## config.mk

```make
export PLATFORM = sky130hd
export DESIGN_NAME = string_dma_sequencer
export DESIGN_NICKNAME = d
export VERILOG_FILES = /design/src/rtl/string_hw_pkg.sv /design/src/rtl/string_dma_csr.sv /design/src/rtl/string_dma_sequencer.sv
export SDC_FILE = /design/constraint.sdc
export NUM_CORES = 1
export LEC_CHECK = 0
export ABC_CLOCK_PERIOD_IN_PS = 13300
export BUFFER_PORTS_ARGS = -buffer_cell sky130_fd_sc_hd__buf_2
export CAP_MARGIN = 20
export CORE_MARGIN = 2
export CORE_UTILIZATION = 55
export CTS_CLUSTER_DIAMETER = 100
export DETAILED_ROUTE_END_ITERATION = 8
export GPL_TIMING_DRIVEN = 1
export MAX_ROUTING_LAYER = met4
export PLACE_DENSITY = 0.85
export SYNTH_ARGS = -nofsm -noshare
export SYNTH_HDL_FRONTEND = slang
export SYNTH_SLANG_ARGS = --single-unit
```

## constraint.sdc

```tcl
create_clock -name clk -period 13.3 [get_ports clk]
set_input_delay 2.66 -clock clk [delete_from_list [all_inputs] [get_ports clk]]
set_output_delay 2.66 -clock clk [all_outputs]
set_load 0.02 [all_outputs]
```

## src/rtl/string_hw_pkg.sv

```systemverilog
// rtl/string_hw_pkg.sv - shared states, CSR map and accelerator register map for the string DMA sequencer
package string_hw_pkg;

  typedef enum logic [3:0] {
    IDLE,
    FETCH_A,
    PUT_A,
    FETCH_B,
    PUT_B,
    GO,
    POLL,
    CLEAR,
    GET_R,
    STORE_R,
    FINISH
  } dma_state_t;

  // CPU-visible register offsets
  localparam logic [2:0] CSR_CTRL  = 3'd0;
  localparam logic [2:0] CSR_SRC_A = 3'd1;
  localparam logic [2:0] CSR_SRC_B = 3'd2;
  localparam logic [2:0] CSR_DST   = 3'd3;
  localparam logic [2:0] CSR_OP    = 3'd4;

  // CTRL bit positions
  localparam int CTRL_START  = 0;
  localparam int CTRL_BUSY   = 1;
  localparam int CTRL_DONE   = 2;
  localparam int CTRL_ERR    = 3;
  localparam int CTRL_IRQ_EN = 4;

  // Accelerator register map: control word, then operand A words, then operand B words
  localparam int ACC_CTRL     = 0;
  localparam int ACC_A_BASE   = 1;
  localparam int ACC_GO_BIT   = 1;
  localparam int ACC_DONE_BIT = 0;

  function automatic int acc_b_base(input int max_blocks);
    return ACC_A_BASE + max_blocks;
  endfunction

  // Number of 32-bit words moved per operand: ceil(len/4), never below 1, never above max_blocks
  function automatic logic [7:0] word_count(input logic [7:0] len, input int max_blocks);
    logic [7:0] words;
    words = 8'(({1'b0, len} + 9'd3) >> 2);
    if (words == 8'd0) begin
      words = 8'd1;
    end else if (int'(words) > max_blocks) begin
      words = 8'(max_blocks);
    end
    return words;
  endfunction

endpackage

```

## src/rtl/string_dma_csr.sv

```systemverilog
// rtl/string_dma_csr.sv - CPU register block: control/status, operand addresses and operation word
module string_dma_csr
  import string_hw_pkg::*;
(
  input  logic        clk,
  input  logic        reset_n,
  input  logic        s_chipselect,
  input  logic        s_read,
  input  logic        s_write,
  input  logic [2:0]  s_address,
  input  logic [31:0] s_writedata,
  output logic [31:0] s_readdata,
  input  logic        busy,
  input  logic        set_done,
  input  logic        set_err,
  output logic        start,
  output logic [31:0] src_a,
  output logic [31:0] src_b,
  output logic [31:0] dst,
  output logic [2:0]  op_index,
  output logic [7:0]  op_len,
  output logic        irq
);

  logic        done;
  logic        err;
  logic        irq_en;
  logic        wr;
  logic        rd;
  logic        ctrl_wr;
  logic [31:0] rdata;

  assign wr      = s_chipselect & s_write;
  assign rd      = s_chipselect & s_read;
  assign ctrl_wr = wr & (s_address == CSR_CTRL);
  assign start   = ctrl_wr & s_writedata[CTRL_START] & ~busy;
  assign irq     = done & irq_en;

  // Sticky status bits; an engine set wins over a same-cycle write-1-clear
  always_ff @(posedge clk or negedge reset_n) begin
    if (!reset_n) begin
      done   <= 1'b0;
      err    <= 1'b0;
      irq_en <= 1'b0;
    end else begin
      if (set_done) begin
        done <= 1'b1;
      end else if (ctrl_wr && s_writedata[CTRL_DONE]) begin
        done <= 1'b0;
      end
      if (set_err) begin
        err <= 1'b1;
      end else if (ctrl_wr && s_writedata[CTRL_ERR]) begin
        err <= 1'b0;
      end
      if (ctrl_wr) begin
        irq_en <= s_writedata[CTRL_IRQ_EN];
      end
    end
  end

  // Operand registers are frozen while an operation is in flight
  always_ff @(posedge clk or negedge reset_n) begin
    if (!reset_n) begin
      src_a    <= '0;
      src_b    <= '0;
      dst      <= '0;
      op_index <= '0;
      op_len   <= '0;
    end else if (wr && !busy) begin
      case (s_address)
        CSR_SRC_A: src_a <= s_writedata;
        CSR_SRC_B: src_b <= s_writedata;
        CSR_DST:   dst   <= s_writedata;
        CSR_OP: begin
          op_index <= s_writedata[2:0];
          op_len   <= s_writedata[15:8];
        end
        default: ;
      endcase
    end
  end

  // Read mux; unmapped offsets return zero
  always_comb begin
    rdata = '0;
    case (s_address)
      CSR_CTRL: begin
        rdata[CTRL_BUSY]   = busy;
        rdata[CTRL_DONE]   = done;
        rdata[CTRL_ERR]    = err;
        rdata[CTRL_IRQ_EN] = irq_en;
      end
      CSR_SRC_A: rdata = src_a;
      CSR_SRC_B: rdata = src_b;
      CSR_DST:   rdata = dst;
      CSR_OP:    rdata = {16'b0, op_len, 5'b0, op_index};
      default:   rdata = '0;
    endcase
  end

  // Read data is registered and presented the cycle after the read strobe
  always_ff @(posedge clk or negedge reset_n) begin
    if (!reset_n) begin
      s_readdata <= '0;
    end else if (rd) begin
      s_readdata <= rdata;
    end
  end

endmodule

```

## src/rtl/string_dma_sequencer.sv

```systemverilog
// rtl/string_dma_sequencer.sv - moves string operands to an accelerator, runs it and stores the result
module string_dma_sequencer
  import string_hw_pkg::*;
#(
  parameter int MAX_BLOCKS   = 2,
  parameter int ADDRESS_BITS = 4,
  parameter int POLL_LIMIT   = 1023
) (
  input  logic                    clk,
  input  logic                    reset_n,
  input  logic                    s_chipselect,
  input  logic                    s_read,
  input  logic                    s_write,
  input  logic [2:0]              s_address,
  input  logic [31:0]             s_writedata,
  output logic [31:0]             s_readdata,
  output logic [31:0]             m_address,
  output logic                    m_read,
  output logic                    m_write,
  output logic [31:0]             m_writedata,
  input  logic [31:0]             m_readdata,
  input  logic                    m_waitrequest,
  output logic                    a_chipselect,
  output logic                    a_read,
  output logic                    a_write,
  output logic [ADDRESS_BITS:0]   a_address,
  output logic [31:0]             a_writedata,
  input  logic [31:0]             a_readdata,
  output logic                    irq
);

  localparam int AW     = ADDRESS_BITS + 1;
  localparam int PW     = (POLL_LIMIT > 0) ? $clog2(POLL_LIMIT + 1) : 1;
  localparam int B_BASE = acc_b_base(MAX_BLOCKS);

  dma_state_t  state;
  dma_state_t  state_next;
  logic [7:0]  cnt;
  logic        phase;
  logic [PW-1:0] poll_cnt;
  logic [31:0] data;
  logic        timed_out;

  logic        busy;
  logic        start;
  logic        set_done;
  logic        set_err;
  logic [31:0] src_a;
  logic [31:0] src_b;
  logic [31:0] dst;
  logic [2:0]  op_index;
  logic [7:0]  op_len;

  logic [7:0]  nw;
  logic        last;
  logic        poll_at_limit;
  logic [31:0] word_offset;
  logic [31:0] go_word;
  logic [31:0] clear_word;

  assign busy          = (state != IDLE);
  assign nw            = word_count(op_len, MAX_BLOCKS);
  assign last          = (cnt == nw - 8'd1);
  assign poll_at_limit = (poll_cnt == PW'(POLL_LIMIT));
  assign word_offset   = {22'b0, cnt, 2'b00};
  assign go_word       = {19'b0, op_len, op_index, 1'b1, 1'b0};
  assign clear_word    = go_word & ~(32'd1 << ACC_GO_BIT);

  string_dma_csr u_csr (
    .clk          (clk),
    .reset_n      (reset_n),
    .s_chipselect (s_chipselect),
    .s_read       (s_read),
    .s_write      (s_write),
    .s_address    (s_address),
    .s_writedata  (s_writedata),
    .s_readdata   (s_readdata),
    .busy         (busy),
    .set_done     (set_done),
    .set_err      (set_err),
    .start        (start),
    .src_a        (src_a),
    .src_b        (src_b),
    .dst          (dst),
    .op_index     (op_index),
    .op_len       (op_len),
    .irq          (irq)
  );

  // State register
  always_ff @(posedge clk or negedge reset_n) begin
    if (!reset_n) begin
      state <= IDLE;
    end else begin
      state <= state_next;
    end
  end

  // Word counter, poll counter, sub-phase and data holding register
  always_ff @(posedge clk or negedge reset_n) begin
    if (!reset_n) begin
      cnt       <= '0;
      phase     <= 1'b0;
      poll_cnt  <= '0;
      data      <= '0;
      timed_out <= 1'b0;
    end else begin
      case (state)
        IDLE: begin
          if (start) begin
            cnt       <= '0;
            timed_out <= 1'b0;
          end
        end
        FETCH_A, FETCH_B: begin
          if (!m_waitrequest) begin
            data <= m_readdata;
          end
        end
        PUT_A, PUT_B: begin
          cnt <= last ? 8'd0 : cnt + 8'd1;
        end
        GO: begin
          poll_cnt <= '0;
          phase    <= 1'b0;
        end
        POLL: begin
          if (!phase) begin
            phase <= 1'b1;
          end else begin
            phase <= 1'b0;
            if (!a_readdata[ACC_DONE_BIT]) begin
              if (poll_at_limit) begin
                timed_out <= 1'b1;
              end else begin
                poll_cnt <= poll_cnt + 1'b1;
              end
            end
          end
        end
        CLEAR: begin
          cnt   <= '0;
          phase <= 1'b0;
        end
        GET_R: begin
          if (!phase) begin
            phase <= 1'b1;
          end else begin
            phase <= 1'b0;
            data  <= a_readdata;
          end
        end
        STORE_R: begin
          if (!m_waitrequest && !last) begin
            cnt <= cnt + 8'd1;
          end
        end
        FINISH: begin
          cnt <= '0;
        end
        default: ;
      endcase
    end
  end

  // Next state and bus strobes; everything idles low outside its own state
  always_comb begin
    state_next   = state;
    m_address    = '0;
    m_read       = 1'b0;
    m_write      = 1'b0;
    m_writedata  = '0;
    a_chipselect = 1'b0;
    a_read       = 1'b0;
    a_write      = 1'b0;
    a_address    = '0;
    a_writedata  = '0;
    set_done     = 1'b0;
    set_err      = 1'b0;
    case (state)
      IDLE: begin
        if (start) begin
          state_next = FETCH_A;
        end
      end
      FETCH_A: begin
        m_read    = 1'b1;
        m_address = src_a + word_offset;
        if (!m_waitrequest) begin
          state_next = PUT_A;
        end
      end
      PUT_A: begin
        a_chipselect = 1'b1;
        a_write      = 1'b1;
        a_address    = AW'(ACC_A_BASE + int'(cnt));
        a_writedata  = data;
        if (!last) begin
          state_next = FETCH_A;
        end else if (op_index == 3'd0) begin
          state_next = FETCH_B;
        end else begin
          state_next = GO;
        end
      end
      FETCH_B: begin
        m_read    = 1'b1;
        m_address = src_b + word_offset;
        if (!m_waitrequest) begin
          state_next = PUT_B;
        end
      end
      PUT_B: begin
        a_chipselect = 1'b1;
        a_write      = 1'b1;
        a_address    = AW'(B_BASE + int'(cnt));
        a_writedata  = data;
        state_next   = last ? GO : FETCH_B;
      end
      GO: begin
        a_chipselect = 1'b1;
        a_write      = 1'b1;
        a_address    = AW'(ACC_CTRL);
        a_writedata  = go_word;
        state_next   = POLL;
      end
      POLL: begin
        if (!phase) begin
          a_chipselect = 1'b1;
          a_read       = 1'b1;
          a_address    = AW'(ACC_CTRL);
        end else if (a_readdata[ACC_DONE_BIT]) begin
          state_next = CLEAR;
        end else if (poll_at_limit) begin
          set_err    = 1'b1;
          state_next = CLEAR;
        end
      end
      CLEAR: begin
        a_chipselect = 1'b1;
        a_write      = 1'b1;
        a_address    = AW'(ACC_CTRL);
        a_writedata  = clear_word;
        state_next   = timed_out ? FINISH : GET_R;
      end
      GET_R: begin
        if (!phase) begin
          a_chipselect = 1'b1;
          a_read       = 1'b1;
          a_address    = AW'(ACC_A_BASE + int'(cnt));
        end else begin
          state_next = STORE_R;
        end
      end
      STORE_R: begin
        m_write     = 1'b1;
        m_address   = dst + word_offset;
        m_writedata = data;
        if (!m_waitrequest) begin
          state_next = last ? FINISH : GET_R;
        end
      end
      FINISH: begin
        set_done   = 1'b1;
        state_next = IDLE;
      end
      default: state_next = IDLE;
    endcase
  end

endmodule

```

==> results.tsv, run 1 <==
stage	metric	value	unit
clocking	ctsResizeCount	0	
pwr	total_power	2700	uW
clocking	postCtsSetupBuffers	0	
route	vias	10400	
global_routing	first_global_vias	9821	
place	hpwl	24100	um
synth	netlist_area	11700	um^2
layout	final_net_count	1494	
clocking	cts_tree	built	
setup_path	crit_type	register to output port	
synth	synth_cells	1192	
place	port_buffers	243	
synth	synth_ff_type	dfrtp_1	
floorplan	start_util	0.558	
place	placed_cell_area	12900	um^2
clocking	clk_path_buf_depth	2	
floorplan	dieArea	22400	um^2
synth	synth.avg_cell_area	9.80	um^2
global_routing	overflow	0	
global_routing	grt_max_degree	114	
route	route.detailed.drc	0	
layout	design_area	13600	um^2
pwr	power_leakage	0.00646	uW
synth	synth_most_common_cell	dfrtp_1	
synth	synth_cell_types	69	
synth	synth-warning-count	0	
route	ant_nets	0	
clocking	holdBufCountCts	0	
pwr	cellPowerDensity	199	nW/um^2
synth	ys_ff_latch	198	
route	first_pass_iters	5	
floorplan	die_y	150	um
sta	worst_pin_slew	1.07	ns
global_routing	grt_pass1_wl	53200	um
floorplan	core	21000	um^2
clocking	clk_pin_slew	0.07	ns
sta	finalSetupViolCount	0	
sta	hold_viol	0	
sta	maxSlewHeadroom	0.278	
setup_path	worstPathRequired	10.64	ns
synth	synth_common_cells	dfrtp_1 (198), mux2_2 (129), nand2_1 (129), o21ai_0 (93), and2_1 (62)	
synth	ys_seq_area_frac	0.424	
setup_path	cp_max_fo	74	
sta	slew_viol_final	0	
synth	netlist.area_leader.share	0.424	
route	routed_wirelength	34300	um
sta	max_freq	0.117	GHz
floorplan	row_count	53	
sta	period_needed	8.53	ns
synth	synthesis.nets	1310	
global_routing	track_usage	0.314	
synth	synthTopCellsByArea	dfrtp_1 (42%), mux2_2 (12%), nand2_1 (4.1%), o21ai_0 (4.0%), mux2i_1 (3.8%)	
global_routing	antenna_found_initial	2	
setup_path	crit_path_start_kind	register	
synth	synthArstFlopShare	1.00	
layout	areaGrowthSynthToFinish	16.1	%
route	viasPerCell	6.22	
clocking	htree_levels	4	
clocking	worstSkewPairLatency	0.44	ns
pwr	ir_drop	0.102	mV
run_status	outcome	finished clean	
sta	rsz0062_at_grt	no	
floorplan	io_pins	244	
route	drt_iter0_drc	1026	
sta	post-route-period-util	0.641	
clocking	root_buffer	clkbuf_16	
synth	synth-edff-count	0	
clocking	clock-sinks	198	
route	wl_per_cell	20.6	um
setup_path	worstPathArrival	5.87	ns
job	cap_violations	0	
layout	drive_gt1_frac	0.315	
place	place_congestion	0.902	
clocking	cts_inserted_buffers	17	
sta	fin_skew	0.0115	ns
floorplan	die_x	150	um
synth	synth_top_cell_by_area	dfrtp_1	
setup_path	critPathCaptureType	output port	
sta	setup_tns	0	ns
hold_path	holdCritPathClass	register to register	
[worst max-delay path, cell delays in order (launching register included)]
cell and delay, ns:
dfrtp_2 1.08, and4bb_4 0.45, nor2_4 0.55, nand2_1 0.11
nand2_1 0.09, ha_1 0.19, inv_1 0.07, fa_1 0.40
nor2b_1 0.23, o2111ai_1 0.18, a31oi_1 0.50, nand3_1 0.45
nor4_1 0.60, a21oi_1 0.14, a31o_2 0.23, buf_2 0.15
[registers in the layout, summed over array words and instances, names as in the netlist, 3 cells and up]
| register | cells |
|---|---|
| cnt | 8 |
| u_csr.s_readdata | 32 |
| u_csr.dst | 32 |
| data | 32 |
| u_csr.op_len | 8 |
| u_csr.src_b | 32 |
| u_csr.src_a | 32 |
| state | 4 |
| u_csr.op_index | 3 |
| poll_cnt | 10 |
[area by class of cell]
cell class	instances	area (um^2)
Clock inverter	15	166
Multi-Input combinational cell	895	6290
Tap cell	275	344
Fill cell	1663	7390
Timing Repair Buffer	255	1340
Clock buffer	17	425
Inverter	9	33.8
Sequential cell	198	4960
Antenna cell	3	7.51
[kinds of logic (layout without fill, tap and decap cells)]
| family | count (synthesis) | in the layout | synth area share |
|---|---|---|---|
| multiplexers | 175 | 175 | 0.166 |
| AO/OA/AOI/OAI | 292 | 292 | 0.165 |
| buffers and inverters | 99 | 296 | 0.0391 |
| other | 0 | 3 | 0 |
| AND/OR/NAND/NOR | 395 | 395 | 0.176 |
| XOR/XNOR | 20 | 20 | 0.0150 |
| flip-flops | 198 | 198 | 0.424 |
| adder cells (fa/ha/maj) | 13 | 13 | 0.0146 |
[metal layers]
| metal | wire length [um] | track usage | share of wire | up-vias |
|---|---|---|---|---|
| met2 | 16300 | 0.482 | 0.48 | 483 |
| met4 | 1230 | 0.122 | 0.036 | 0 |
| li1 | - | - | - | 4732 |
| met5 | 0 | - | 0 | - |
| met1 | 14000 | 0.413 | 0.41 | 5082 |
| met3 | 2730 | 0.0616 | 0.080 | 79 |
[layout by cell type, fill, tap and decap left out, types with 17 or more instances in the layout]
| master | synthesis | final |
|---|---|---|
| a22oi_1 | 42 | 42 |
| clkbuf_16 | 0 | 17 |
| nand3_1 | 19 | 19 |
| nor2_1 | 58 | 57 |
| nand2_1 | 129 | 129 |
| nor3_1 | 20 | 19 |
| and2_1 | 62 | 62 |
| o21ai_0 | 93 | 93 |
| nand3b_1 | 21 | 21 |
| a22o_1 | 30 | 30 |
| a21oi_1 | 42 | 41 |
| buf_2 | 4 | 242 |
| mux2_2 | 129 | 129 |
| mux2i_1 | 44 | 44 |
| dfrtp_1 | 198 | 197 |
[power breakdown]
group / total, uW / switching (uW) / internal [uW]
logic: 1150 / 686 / 463
registers: 1030 / 235 / 792
clock network: 520 / 253 / 267
total: 2700 / 1170 / 1520
[through the flow]
stage,hold slack (ns),utilization,setup slack [ns],instances
3_5_place_dp,0.465,0.617,5.42,1631
4_1_cts,0.482,0.646,4.91,1663
2_1_floorplan,0.445,-,6.29,1192
6_report,0.472,0.647,4.77,1667
3_3_place_gp,0.456,0.617,5.58,1631
5_1_grt,0.504,0.647,4.24,1666
[final timing paths]
kind / slack, ns / endpoint / depth (start not counted) / from
max in group asynchronous: 9.81 / u_csr.dst[7] / 3 / reset_n
min in group asynchronous: 2.27 / data[3] / 1 / reset_n
worst max-delay path: 4.77 / m_address[26] / 15 / state[3]
worst min-delay path: 0.47 / u_csr.s_readdata[6] / 2 / u_csr.s_readdata[6]
worst max register to register: 9.75 / cnt[7] / 9 / u_csr.op_len[5]
worst min register to register: 0.47 / u_csr.s_readdata[6] / 2 / u_csr.s_readdata[6]
Power figures use the tool's default switching activity.
==> inputs of run 2 (changes only) <==
ABC_AREA = 1   (was default)
ABC_CLOCK_PERIOD_IN_PS = 8800   (was 13300)
clock period = 8.8 ns   (was 13.3 ns; I/O delays follow)
==> results.tsv, run 2 <==
stage	metric	value	unit
place	post-place-ws	3.09	ns
global_routing	antenna_found_initial	0	
global_routing	first_global_vias	10900	
setup_path	reg2reg_depth	11	
clocking	clk_pin_slew	0.07	ns
floorplan	io_pins	244	
setup_path	r2r_start	u_csr.op_len[5]	
synth	synth_top_cell_by_area	dfrtp_1	
sta	maxSlewHeadroom	0.283	
clocking	clk_path_buf_depth	2	
global_routing	grt_max_degree	125	
floorplan	die_y	148	um
sta	slew_viol_final	0	
job	cap_violations	0	
clocking	clock-sinks	198	
global_routing	overflow	0	
run_status	outcome	finished clean	
floorplan	dieArea	21800	um^2
route	route.detailed.drc	0	
global_routing	track_usage	0.329	
setup_path	r2r_setup_slack	5.77	ns
hold_path	hold-path-cell-count	1	
layout	areaGrowthSynthToFinish	17.5	%
sta	fin_skew	0.0115	ns
pwr	cellPowerDensity	295	nW/um^2
synth	netlist.area_leader.share	0.437	
pwr	ir_drop	0.224	mV
setup_path	worstPathArrival	4.42	ns
layout	fillers	1736	
setup_path	crit_start	state[2]	
clocking	worstSkewPairLatency	0.44	ns
clocking	htree_levels	4	
setup_path	critPathCaptureType	output port	
route	viasPerCell	5.63	
synth	synth_ff_type	dfrtp_1	
place	hpwl	24600	um
synth	synth_cell_types	51	
pwr	power_leakage	0.00703	uW
place	dp.cells	2027	
synth	synth-warning-count	0	
layout	diodes	0	
layout	drive_gt1_frac	0.198	
synth	synth-edff-count	0	
setup_path	cp_max_fo	30	
layout	final_util	0.659	
synth	netlist_area	11300	um^2
sta	finalWorstSetupSlack	2.62	ns
clocking	cts_tree	built	
clocking	cts_inserted_buffers	17	
layout	final_net_count	1895	
route	vias	11600	
synth	synthArstFlopShare	1.00	
place	place_congestion	0.954	
route	routed_wirelength	34700	um
synth	synth.avg_cell_area	7.21	um^2
synth	ys_seq_area_frac	0.437	
sta	finalSetupViolCount	0	
synth	ys_ff_latch	198	
layout	final_cell_mix	nand2_1 (489), buf_2 (242), dfrtp_1 (198)	
route	drt_iter0_drc	1227	
sta	hold_viol	0	
synth	synthTopCellsByArea	dfrtp_1 (44%), nand2_1 (16%), o21ai_0 (7.0%), nor2_1 (5.8%), inv_1 (5.6%)	
route	wl_per_cell	16.8	um
sta	period_needed	6.18	ns
synth	synth_cells	1573	
sta	max_freq	0.162	GHz
sta	setup_tns	0	ns
hold_path	hold_start	u_csr.s_readdata[17]	
setup_path	worstPathRequired	7.04	ns
pwr	total_power	3930	uW
clocking	postCtsSetupBuffers	0	
layout	final_cells	2060	
floorplan	start_util	0.561	
floorplan	core	20200	um^2
route	ant_nets	0	
floorplan	die_x	148	um
setup_path	crit_type	register to output port	
sta	post-route-period-util	0.703	
layout	mostFrequentLayoutCell	nand2_1	
synth	synth_common_cells	nand2_1 (489), dfrtp_1 (198), nor2_1 (175), inv_1 (170), o21ai_0 (158)	
setup_path	timing.rr.end	cnt[3]	
floorplan	row_count	52	
setup_path	crit_path_start_kind	register	
global_routing	grt_pass1_wl	55500	um
clocking	ctsResizeCount	0	
sta	rsz0062_at_grt	no	
route	first_pass_iters	6	
synth	synthesis.nets	1691	
setup_path	crit_end	m_address[21]	
sta	worst_pin_slew	1.07	ns
synth	synth_most_common_cell	nand2_1	
clocking	holdBufCountCts	0	
clocking	root_buffer	clkbuf_16	
place	port_buffers	243	
hold_path	holdCritPathClass	register to register	
[run 2: worst min-delay path by stage]
stage,to
floorplan,u_csr.dst[1]
global placement,u_csr.s_readdata[20]
detailed placement,u_csr.s_readdata[17]
CTS,u_csr.s_readdata[17]
global route,u_csr.s_readdata[23]
finish,u_csr.s_readdata[17]
[run 2: power by group]
group	internal (uW)	switching, uW
logic	504	1160
registers	1200	214
clock network	485	373
[run 2: area by class of cell]
| cell class | instances | area (um^2) | share of cell area |
|---|---|---|---|
| Clock buffer | 17 | 425 | 0.0319 |
| Tap cell | 270 | 338 | 0.0253 |
| Multi-Input combinational cell | 1126 | 5410 | 0.406 |
| Inverter | 181 | 679 | 0.0510 |
| Clock inverter | 15 | 215 | 0.0161 |
| Sequential cell | 198 | 4950 | 0.372 |
| Timing Repair Buffer | 253 | 1300 | 0.0978 |
[run 2: cell families (layout without fill, tap and decap cells)]
family,after synthesis,count (layout),synth area share
fa+ha+maj,13,13,0.0150
flops,198,198,0.437
buf+inv,249,466,0.0866
compound gates,315,315,0.162
simple gates,787,787,0.291
xor+xnor,11,11,0.00849
[run 2: per-layer routing]
metal  part of all wire  track usage  up-vias  routed length (um)
li1                   -            -     5480                   -
met1               0.42        0.458     5430               14700
met2               0.46        0.495      633               15900
met3              0.094       0.0583       64                3280
met4              0.024        0.107        0                 835
met5                  0            -        -                   0
[run 2: metrics by stage]
step	area [um^2]	hold WS, ns
3_3_place_gp	12700	0.456
2_1_floorplan	11300	0.453
4_1_cts	13300	0.478
5_1_grt	13300	0.498
3_5_place_dp	12700	0.461
6_report	13300	0.473
[run 2: critical path, stage by stage (launching register included)]
cell and delay, ns:
dfrtp_1 0.41, inv_2 0.09, nand2_2 0.11, nor2_4 0.70
nor2_4 0.30, nand2_1 0.13, nand3_1 0.11, ha_1 0.36
inv_1 0.08, o21ai_0 0.24, nand2_1 0.08, nand3_1 0.11
nand2_1 0.07, nand2_1 0.10, nand4_2 0.14, nor2_2 0.38
nand3_1 0.16, nand2_1 0.09, inv_1 0.04, nor2_1 0.09
buf_2 0.16
==> inputs of run 3 (changes only) <==
ABC_CLOCK_PERIOD_IN_PS = 5150   (was 8800)
CORE_UTILIZATION = 50   (was 55)
PLACE_DENSITY = 0.82   (was 0.85)
clock period = 5.15 ns   (was 8.8 ns; I/O delays follow)
==> results.tsv, run 3 (synthesis results as in run 2) <==
stage	metric	value	unit
route	drt_iter0_drc	1198	
setup_path	crit_type	register to output port	
layout	areaGrowthSynthToFinish	18.6	%
clocking	clk_pin_slew	0.08	ns
setup_path	crit_buf_inv	4	
layout	mostFrequentLayoutCell	nand2_1	
layout	final_cells	2082	
clocking	cts_inserted_buffers	17	
global_routing	first_global_vias	10600	
setup_path	path_delay_family	simple AND/OR/NAND/NOR gates	
floorplan	io_pins	244	
route	viasPerCell	5.48	
setup_path	critPathCaptureType	output port	
route	routed_wirelength	34200	um
sta	period_needed	4.84	ns
floorplan	core	22400	um^2
setup_path	r2r_setup_slack	2.11	ns
setup_path	worstPathRequired	4.12	ns
setup_path	crit_path_start_kind	register	
place	hpwl	24600	um
setup_path	worstPathArrival	3.81	ns
setup_path	cpMostUsedCell	nand2_1	
clocking	htree_levels	4	
pwr	ir_drop	0.267	mV
floorplan	die_y	155	um
global_routing	antenna_found_initial	0	
floorplan	dieArea	23900	um^2
sta	max_freq	0.207	GHz
pwr	cellPowerDensity	495	nW/um^2
layout	final_net_count	1902	
place	placed_cell_area	12800	um^2
place	dp.cells	2048	
global_routing	overflow	0	
sta	maxSlewHeadroom	0.358	
layout	drive_gt1_frac	0.201	
route	vias	11400	
global_routing	grt_max_degree	130	
job	cap_violations	0	
route	first_pass_iters	5	
global_routing	grt_pass1_wl	54900	um
clocking	worstSkewPairLatency	0.44	ns
setup_path	crit_chain	inv_2 > nand2_1 > nor2_4 > buf_6 > nand2_1 > o21ai_0 > a21oi_1 > fa_1 > inv_1 > nand2_1 > nand2_1 > nand2_1 > nand2_1 > nand2_1 > nand2_1 > nand2_2 > nor3_4 > nand2_2 > nor2_4 > a21oi_1 > nor2_1 > buf_2	
sta	fin_skew	0.0146	ns
hold_path	holdCritPathClass	primary input to asynchronous set/reset pin	
sta	worst_pin_slew	0.962	ns
clocking	clk_path_buf_depth	2	
sta	setup_tns	0	ns
clocking	clock-sinks	198	
floorplan	row_count	55	
sta	slew_viol_final	0	
place	port_buffers	243	
global_routing	track_usage	0.296	
run_status	outcome	finished clean	
layout	design_area	13400	um^2
clocking	root_buffer	clkbuf_16	
route	route.detailed.drc	0	
floorplan	die_x	155	um
clocking	cts_tree	built	
clocking	holdBufCountCts	0	
layout	final_util	0.599	
setup_path	max_stage_delay	0.41	ns
layout	diodes	0	
pwr	power_leakage	0.00708	uW
floorplan	start_util	0.506	
sta	post-route-period-util	0.940	
route	wl_per_cell	16.4	um
sta	finalSetupViolCount	0	
setup_path	cp_max_fo	34	
layout	final_cell_mix	nand2_1 (489), buf_2 (242), dfrtp_1 (197)	
place	place_congestion	0.923	
route	ant_nets	0	
sta	hold_viol	0	
setup_path	cp_slowest_cell	dfrtp_1	
pwr	total_power	6660	uW
sta	rsz0062_at_grt	no	
==> run 3: worst paths after layout <==
kind / start / endpoint / depth (start not counted)
max reg2reg: u_csr.op_len[5] / cnt[2] / 11
min in group clk: u_csr.s_readdata[16] / u_csr.s_readdata[16] / 1
max: state[2] / m_address[24] / 22
min reg2reg: u_csr.s_readdata[16] / u_csr.s_readdata[16] / 1
max in group asynchronous: reset_n / data[2] / 3
min: reset_n / u_csr.src_b[26] / 1
==> run 3: metal layers <==
| layer | part of all wire | routed length [um] | track usage |
|---|---|---|---|
| met1 | 0.44 | 14900 | 0.407 |
| met2 | 0.46 | 15800 | 0.458 |
| met3 | 0.080 | 2740 | 0.0443 |
| met4 | 0.022 | 753 | 0.0851 |
| met5 | 0 | 0 | - |
==> run 3: power breakdown <==
part	total [uW]	internal [uW]	switching (uW)
Combinational	2830	875	1950
Clock	1420	746	671
Sequential	2420	2050	368
==> run 3: timing repair <==
action,4_1_cts,5_1_grt
buffers inserted,0,0
endpoints found under the setup margin,0,10
gates resized for setup,0,3
==> run 3: area by class of cell <==
class | count | area [um^2]
clock buffer | 17 | 425
sequential | 198 | 4960
clock inverter | 15 | 203
fill | 2046 | 8990
timing repair buffer | 260 | 1410
tap | 285 | 357
multi-input combinational | 1126 | 5420
inverter | 181 | 679
==> run 3: metrics by stage <==
stage,hold WS [ns],setup WS (ns)
after global routing,0.445,0.00899
final,0.440,0.311
after floorplan,0.453,1.04
after global placement,0.455,0.769
after detailed placement,0.462,0.729
after CTS,0.479,0.243
==> run 3: worst register-to-register path: cells and delay by family (launching register included) <==
kind | cells | cell delay [ns]
simple gates | 8 | 1.61
buf+inv | 1 | 0.26
flops | 1 | 0.39
fa+ha+maj | 1 | 0.31
compound gates | 1 | 0.40
